--- src/rtl/uart_prog_pkg.sv ---
// Shared types and constants for the UART programming loader.
// Holds the loader FSM encoding and the RX oversampling constants.
package uart_prog_pkg;

  typedef enum logic [2:0] {
    S_SYNC,
    S_LEN0,
    S_LEN1,
    S_DATA,
    S_CSUM,
    S_DRAIN
  } prog_state_t;

  typedef enum logic [1:0] {
    RX_IDLE,
    RX_START,
    RX_DATA,
    RX_STOP
  } rx_state_t;

  localparam int OVERSAMPLE  = 16;
  localparam int START_CHECK = 8;

endpackage

--- src/rtl/uart_rx_os16.sv ---
// 16x oversampled UART receiver: tick generator, synchroniser,
// bit sampler, one-cycle byte strobe and stop-bit error pulse.
module uart_rx_os16
  import uart_prog_pkg::*;
#(
  parameter int CLK_DIV = 27
) (
  input  logic       clk,
  input  logic       Rst,
  input  logic       rx,
  output logic       byte_stb,
  output logic [7:0] byte_data,
  output logic       frame_err
);

  localparam int DW = $clog2(CLK_DIV);

  logic [DW-1:0] div_q;
  logic          tick;
  logic          meta_q, rxs_q, prev_q;
  rx_state_t     state_q, state_d;
  logic [3:0]    os_q, os_d;
  logic [2:0]    bit_q, bit_d;
  logic [7:0]    sh_q, sh_d;
  logic          stb_q, stb_d;
  logic          ferr_q, ferr_d;

  assign tick      = (div_q == DW'(CLK_DIV - 1));
  assign byte_stb  = stb_q;
  assign byte_data = sh_q;
  assign frame_err = ferr_q;

  always_comb begin
    state_d = state_q;
    os_d    = os_q;
    bit_d   = bit_q;
    sh_d    = sh_q;
    stb_d   = 1'b0;
    ferr_d  = 1'b0;
    unique case (state_q)
      RX_IDLE: begin
        if (prev_q && !rxs_q) begin
          state_d = RX_START;
          os_d    = '0;
        end
      end
      RX_START: begin
        if (tick) begin
          if (os_q == 4'(START_CHECK - 1)) begin
            os_d    = '0;
            bit_d   = '0;
            // a line already back high mid start bit was a glitch
            state_d = rxs_q ? RX_IDLE : RX_DATA;
          end else begin
            os_d = os_q + 4'd1;
          end
        end
      end
      RX_DATA: begin
        if (tick) begin
          if (os_q == 4'(OVERSAMPLE - 1)) begin
            os_d  = '0;
            sh_d  = {rxs_q, sh_q[7:1]};
            bit_d = bit_q + 3'd1;
            if (bit_q == 3'd7) state_d = RX_STOP;
          end else begin
            os_d = os_q + 4'd1;
          end
        end
      end
      RX_STOP: begin
        if (tick) begin
          if (os_q == 4'(OVERSAMPLE - 1)) begin
            state_d = RX_IDLE;
            stb_d   = rxs_q;
            ferr_d  = !rxs_q;
          end else begin
            os_d = os_q + 4'd1;
          end
        end
      end
      default: state_d = RX_IDLE;
    endcase
  end

  always_ff @(posedge clk or posedge Rst) begin
    if (Rst) begin
      div_q   <= '0;
      meta_q  <= 1'b1;
      rxs_q   <= 1'b1;
      prev_q  <= 1'b1;
      state_q <= RX_IDLE;
      os_q    <= '0;
      bit_q   <= '0;
      sh_q    <= '0;
      stb_q   <= 1'b0;
      ferr_q  <= 1'b0;
    end else begin
      div_q   <= tick ? '0 : div_q + 1'b1;
      meta_q  <= rx;
      rxs_q   <= meta_q;
      prev_q  <= rxs_q;
      state_q <= state_d;
      os_q    <= os_d;
      bit_q   <= bit_d;
      sh_q    <= sh_d;
      stb_q   <= stb_d;
      ferr_q  <= ferr_d;
    end
  end

endmodule

--- src/rtl/uart_prog_loader.sv ---
// UART programming receiver: packet parser, word assembler and
// first-word-fall-through FIFO feeding an addressed write port.
module uart_prog_loader
  import uart_prog_pkg::*;
#(
  parameter int         CLK_DIV        = 27,
  parameter int         BYTES_PER_WORD = 4,
  parameter bit         LITTLE_ENDIAN  = 1'b1,
  parameter int         FIFO_DEPTH     = 8,
  parameter int         ADDR_W         = 32,
  parameter logic [7:0] SYNC_BYTE      = 8'hA5
) (
  input  logic                        clk,
  input  logic                        Rst,
  input  logic                        rx,
  output logic                        wr_valid,
  input  logic                        wr_ready,
  output logic [ADDR_W-1:0]           wr_addr,
  output logic [8*BYTES_PER_WORD-1:0] wr_data,
  output logic                        prog_active,
  output logic                        prog_done,
  output logic                        err_frame,
  output logic                        err_csum,
  output logic                        err_ovf
);

  localparam int DW = 8 * BYTES_PER_WORD;
  localparam int PW = $clog2(FIFO_DEPTH);
  localparam int BW = $clog2(BYTES_PER_WORD + 1);

  typedef struct packed {
    logic [ADDR_W-1:0] addr;
    logic [DW-1:0]     data;
  } entry_t;

  logic        byte_stb;
  logic [7:0]  byte_data;
  logic        frame_err;

  prog_state_t       state_q, state_d;
  logic [15:0]       len_q, len_d;
  logic [ADDR_W-1:0] addr_q, addr_d;
  logic [7:0]        csum_q, csum_d;
  logic [DW-1:0]     asm_q, asm_d;
  logic [BW-1:0]     bcnt_q, bcnt_d;
  logic [BW-1:0]     slot;
  logic              push_q, push_d;
  logic              done_q, done_d;
  logic              ef_q, ef_d;
  logic              ec_q, ec_d;
  logic              eo_q, eo_d;

  entry_t            mem [FIFO_DEPTH];
  logic [PW:0]       wp_q, rp_q;
  entry_t            head;
  logic              empty, full, pop, do_push, ovf;

  uart_rx_os16 #(
    .CLK_DIV(CLK_DIV)
  ) u_rx (
    .clk      (clk),
    .Rst      (Rst),
    .rx       (rx),
    .byte_stb (byte_stb),
    .byte_data(byte_data),
    .frame_err(frame_err)
  );

  assign empty   = (wp_q == rp_q);
  assign full    = (wp_q[PW] != rp_q[PW]) &&
                   (wp_q[PW-1:0] == rp_q[PW-1:0]);
  assign pop     = wr_valid && wr_ready;
  assign do_push = push_q && (!full || pop);
  assign ovf     = push_q && full && !pop;
  assign head    = mem[rp_q[PW-1:0]];

  assign wr_valid    = !empty;
  assign wr_addr     = empty ? '0 : head.addr;
  assign wr_data     = empty ? '0 : head.data;
  assign prog_active = (state_q != S_SYNC);
  assign prog_done   = done_q;
  assign err_frame   = ef_q;
  assign err_csum    = ec_q;
  assign err_ovf     = eo_q;

  assign slot = LITTLE_ENDIAN ? bcnt_q
                              : BW'(BYTES_PER_WORD - 1) - bcnt_q;

  always_comb begin
    state_d = state_q;
    len_d   = len_q;
    addr_d  = addr_q;
    csum_d  = csum_q;
    asm_d   = asm_q;
    bcnt_d  = bcnt_q;
    push_d  = 1'b0;
    done_d  = 1'b0;
    ef_d    = ef_q;
    ec_d    = ec_q;
    eo_d    = eo_q;
    if (do_push) addr_d = addr_q + ADDR_W'(BYTES_PER_WORD);
    if (ovf) eo_d = 1'b1;
    if (frame_err) begin
      ef_d    = 1'b1;
      state_d = S_SYNC;
    end else if (byte_stb) begin
      unique case (state_q)
        S_SYNC: begin
          if (byte_data == SYNC_BYTE) begin
            ef_d    = 1'b0;
            ec_d    = 1'b0;
            eo_d    = 1'b0;
            addr_d  = '0;
            csum_d  = '0;
            bcnt_d  = '0;
            state_d = S_LEN0;
          end
        end
        S_LEN0: begin
          len_d[7:0] = byte_data;
          state_d    = S_LEN1;
        end
        S_LEN1: begin
          len_d[15:8] = byte_data;
          state_d = ({byte_data, len_q[7:0]} == 16'd0) ? S_CSUM
                                                         : S_DATA;
        end
        S_DATA: begin
          csum_d = csum_q + byte_data;
          asm_d[{slot, 3'b000} +: 8] = byte_data;
          if (bcnt_q == BW'(BYTES_PER_WORD - 1)) begin
            bcnt_d = '0;
            push_d = 1'b1;
            len_d  = len_q - 16'd1;
            if (len_q == 16'd1) state_d = S_CSUM;
          end else begin
            bcnt_d = bcnt_q + 1'b1;
          end
        end
        S_CSUM: begin
          if (byte_data == csum_q) begin
            state_d = S_DRAIN;
          end else begin
            ec_d    = 1'b1;
            state_d = S_SYNC;
          end
        end
        S_DRAIN: ;
        default: state_d = S_SYNC;
      endcase
    end
    if (state_q == S_DRAIN && empty && !push_q) begin
      done_d  = 1'b1;
      state_d = S_SYNC;
    end
    // a dropped word leaves the image incomplete, so abandon the packet
    if (ovf) state_d = S_SYNC;
  end

  always_ff @(posedge clk or posedge Rst) begin
    if (Rst) begin
      state_q <= S_SYNC;
      len_q   <= '0;
      addr_q  <= '0;
      csum_q  <= '0;
      asm_q   <= '0;
      bcnt_q  <= '0;
      push_q  <= 1'b0;
      done_q  <= 1'b0;
      ef_q    <= 1'b0;
      ec_q    <= 1'b0;
      eo_q    <= 1'b0;
      wp_q    <= '0;
      rp_q    <= '0;
    end else begin
      state_q <= state_d;
      len_q   <= len_d;
      addr_q  <= addr_d;
      csum_q  <= csum_d;
      asm_q   <= asm_d;
      bcnt_q  <= bcnt_d;
      push_q  <= push_d;
      done_q  <= done_d;
      ef_q    <= ef_d;
      ec_q    <= ec_d;
      eo_q    <= eo_d;
      if (do_push) wp_q <= wp_q + 1'b1;
      if (pop) rp_q <= rp_q + 1'b1;
    end
  end

  always_ff @(posedge clk) begin
    if (do_push) mem[wp_q[PW-1:0]] <= '{addr: addr_q, data: asm_q};
  end

endmodule
--- config.mk ---
export PLATFORM = sky130hd
export DESIGN_NAME = uart_prog_loader
export DESIGN_NICKNAME = d
export VERILOG_FILES = /design/src/rtl/uart_prog_pkg.sv /design/src/rtl/uart_rx_os16.sv /design/src/rtl/uart_prog_loader.sv
export SDC_FILE = /design/constraint.sdc
export NUM_CORES = 1
export LEC_CHECK = 0
export ABC_CLOCK_PERIOD_IN_PS = 11900
export CAP_MARGIN = 40
export CORE_MARGIN = 8
export CORE_UTILIZATION = 45
export DETAILED_ROUTE_END_ITERATION = 10
export SYNTH_ARGS = -nofsm -noshare
export SYNTH_HDL_FRONTEND = slang
export SYNTH_HIERARCHICAL = 1
export SYNTH_SLANG_ARGS = --single-unit
--- constraint.sdc ---
create_clock -name clk -period 11.9 [get_ports clk]
set_input_delay 2.38 -clock clk [delete_from_list [all_inputs] [get_ports clk]]
set_output_delay 2.38 -clock clk [all_outputs]
set_load 0.02 [all_outputs]
==> run summary <==
status -> finished, final reports clean
total CTS buffers -> 67
clock buffer depth -> 3
largest net degree at the start of global routing -> 92
Mean Syn Cell Area -> 17.2 µm²
Comb pwr share -> 0.3%
Sw Pwr -> 0.822 mW
Cells after Synth -> 1502
clock slew seen by the registers of the worst setup and hold paths -> 0.06 ns
I/O pin count -> 74
async set or reset register ratio after synthesis -> 21.0%
Setup-failing EPs final -> 0
Data arrival, critical path -> 3.79 ns
Lkg Pwr -> 10.6 nW
Synth Register Bits -> 628
cts hold-fix bufs -> 0
n_diodes -> 0
Layout Utilization -> 52.4%
total power -> 4.35 mW
Resized Gates After CTS -> 0
wire per inst -> 22.6 µm
Power Dens Cells -> 147 nW/µm²
row count -> 87
Die Span Y -> 255 µm
Internal Pwr Total -> 3.53 mW
max cap viols -> 0
HP Class -> reg -> reg
Relative slew margins -> 42.7%
placed inst area -> 27500 µm²
port bufs -> 71
total grt overflow -> 0
fraction of layout cells with a size suffix above 1 -> 18.6%
final instance area -> 29600 µm²
Slew @ Worst Pin -> 0.859 ns
critical path class -> reg -> out
WHS -> 0.356 ns
DRT antenna net count -> 0
post-synthesis sequential area ratio -> 70.6%
part of the cycle the worst path needs -> 51.9%
maximum net fanout on the critical path -> 91
clock power share -> 45.9%
vias in the first global route -> 14000
CTS tree -> yes
Worst Skew -> 0.0139 ns
yosys warns -> 6
nets@finish -> 1625
initial core utilization -> 45.6%
Synth Cell Area -> 25800 µm²
H-tree depth -> 3
GPL Wtd Cong -> 0.767
DRC viols -> 0
Area Overhead vs Synth -> 14.9%
DRT Pass-1 Iters -> 5
final hold vios -> 0
final max-slew violation count -> 0
TNS Setup -> 0 ns
Iter 0 DRT Violations -> 926
die extent in x -> 255 µm
first-pass GRT wire length -> 84.6 mm
Unique masters post-synth -> 80
die area -> 65200 µm²
Vias -> 13500
VDD IR-drop max -> 0.128 mV
Placeable Area -> 56500 µm²
initial antenna violation count -> 2
number of flops mapped to enable cells by yosys -> 496
CP Capture Type -> output port
RSZ-0062 raised after global routing -> no
Total Wirelength -> 54.4 mm
CP Launch Type -> flop
vias per std cell -> 5.61
net switching fraction of the power -> 18.9%
Flop pwr share -> 53.8%
CP required -> 9.52 ns
dominant synthesized flop cell -> edfxtp_1
worst skew pair latency -> 0.58 ns
total global-route track usage -> 17.0%
root buf cell -> clkbuf_16
fin crit period -> 6.17 ns
Achievable Freq -> 162 MHz
post-CTS setup buffer count -> 0
post-detail-place hpwl -> 31.4 mm
CTS Sinks -> 628
==> cell usage in the layout (no fill, tap or decap), types with 8 or more instances in the layout <==
cell / Yosys / routed
edfxtp_1: 496 / 496
dfrtp_1: 129 / 126
mux4_2: 124 / 124
nor2_1: 126 / 123
clkdlybuf4s50_1: 0 / 71
nand2_1: 70 / 70
clkbuf_16: 0 / 69
mux2i_1: 63 / 63
o21ai_0: 55 / 55
a21oi_1: 31 / 31
nand3_1: 28 / 28
mux2_2: 25 / 25
inv_1: 23 / 22
clkbuf_1: 39 / 22
ha_1: 21 / 21
buf_4: 3 / 21
xor2_1: 20 / 20
xnor2_1: 18 / 18
or3_1: 14 / 14
nor2b_1: 12 / 12
nand2b_1: 12 / 12
nor3_1: 16 / 11
clkinv_2: 0 / 11
and3_1: 10 / 10
nand4_1: 10 / 10
nor4_1: 9 / 8
nor3_2: 3 / 8
clkinv_1: 1 / 8
a31oi_1: 8 / 8
==> synthesized netlist by cell type, drive strengths merged, types with 3 or more instances <==
cell type / instances / area share, %
o22a: 3 / 0.10
a221oi: 4 / 0.14
inv: 24 / 0.35
o21a: 4 / 0.12
a31oi: 8 / 0.19
mux4: 124 / 11
nor4: 13 / 0.55
a21oi: 32 / 0.64
a22oi: 3 / 0.087
and4b: 4 / 0.16
xnor2: 18 / 0.61
o21ai: 56 / 1.1
or3: 14 / 0.34
mux2: 25 / 1.1
o22ai: 5 / 0.12
nand2b: 12 / 0.29
nand4: 10 / 0.24
dfstp: 3 / 0.31
buf: 31 / 0.58
nor3b: 3 / 0.087
nor2: 127 / 1.9
ha: 21 / 1.0
and3: 10 / 0.24
mux2i: 63 / 2.4
and2: 6 / 0.15
edfxtp: 496 / 58
dfrtp: 129 / 13
xor2: 23 / 0.96
o211ai: 6 / 0.17
and4: 6 / 0.20
nor2b: 13 / 0.34
a21o: 3 / 0.087
nor3: 19 / 0.43
a22o: 4 / 0.14
o41ai: 3 / 0.10
nand3: 28 / 0.54
nand2: 72 / 1.1
a32oi: 3 / 0.10
clkbuf: 40 / 0.59
==> flip-flops by register name, summed over array words and instances (netlist names), 2 cells and up <==
name	flops
addr_q	30
u_rx/bit_q	3
csum_q	8
wp_q	4
state_q	3
mem	496
u_rx/state_q	2
bcnt_q	3
u_rx/div_q	5
rp_q	4
u_rx/os_q	4
asm_q	32
len_q	16
u_rx/byte_data	8
==> through the flow <==
stage | std cells | setup slack [ns]
6_report | 2406 | 5.73
3_3_place_gp | 2281 | 6.01
4_1_cts | 2405 | 5.56
2_1_floorplan | 1503 | 2.87
5_1_grt | 2406 | 5.41
3_5_place_dp | 2285 | 5.91
==> critical path, stage by stage, from the launching register on <==
cell and delay (ns):
dfrtp_4 0.97, buf_12 0.69, mux4_2 0.58, mux2i_1 0.31, nor2_1 0.09, clkdlybuf4s50_1 0.56
==> path summary, 6_finish.rpt <==
check                                  from           endpoint  slack (ns)  depth (start not counted)
worst max-delay path                rp_q[0]        wr_data[29]        5.73                          5
worst min-delay path            u_rx/meta_q         u_rx/rxs_q        0.36                          0
max in group asynchronous               Rst            rp_q[2]        8.26                          3
worst max register to register      rp_q[0]          mem[6][0]        8.40                          6
worst min register to register  u_rx/meta_q         u_rx/rxs_q        0.36                          0
min in group asynchronous               Rst  u_rx/byte_data[3]        2.25                          2
==> cells by family (layout without fill, tap and decap cells) <==
group	after synthesis	in the layout	synth area share, %
AND/OR/NAND/NOR	350	350	6.99
other	1	2	0.0146
buffers and inverters	96	243	1.53
AO/OA/AOI/OAI	152	152	3.77
XOR/XNOR	41	41	1.57
multiplexers	212	212	14.4
adder cells (fa/ha/maj)	22	22	1.10
flip-flops	628	628	70.6
==> power groups by stage <==
stage               combinational (mW)  sequential [mW]  clock (mW)
floorplan                      0.00868             2.39           0
finish                          0.0135             2.34        2.00
global route                    0.0160             2.34        2.13
CTS                             0.0144             2.34        2.05
global placement                0.0135             2.39           0
detailed placement              0.0143             2.39           0
==> final cells by class <==
class | count | area (µm²)
clock buffer | 93 | 1840
timing repair buffer | 98 | 1010
fill | 4475 | 26900
sequential | 628 | 18200
tap | 756 | 946
clock inverter | 27 | 265
inverter | 25 | 96.3
multi-input combinational | 779 | 7230
==> routing by layer <==
| metal | up-vias | track usage [%] | share of wire, % |
|---|---|---|---|
| met5 | - | 0 | 0 |
| met4 | 0 | 4.40 | 1.4 |
| met3 | 51 | 2.87 | 4.5 |
| met2 | 270 | 28.0 | 50 |
| met1 | 7089 | 23.3 | 44 |
| li1 | 6082 | - | - |
Power figures use the tool's default switching activity.
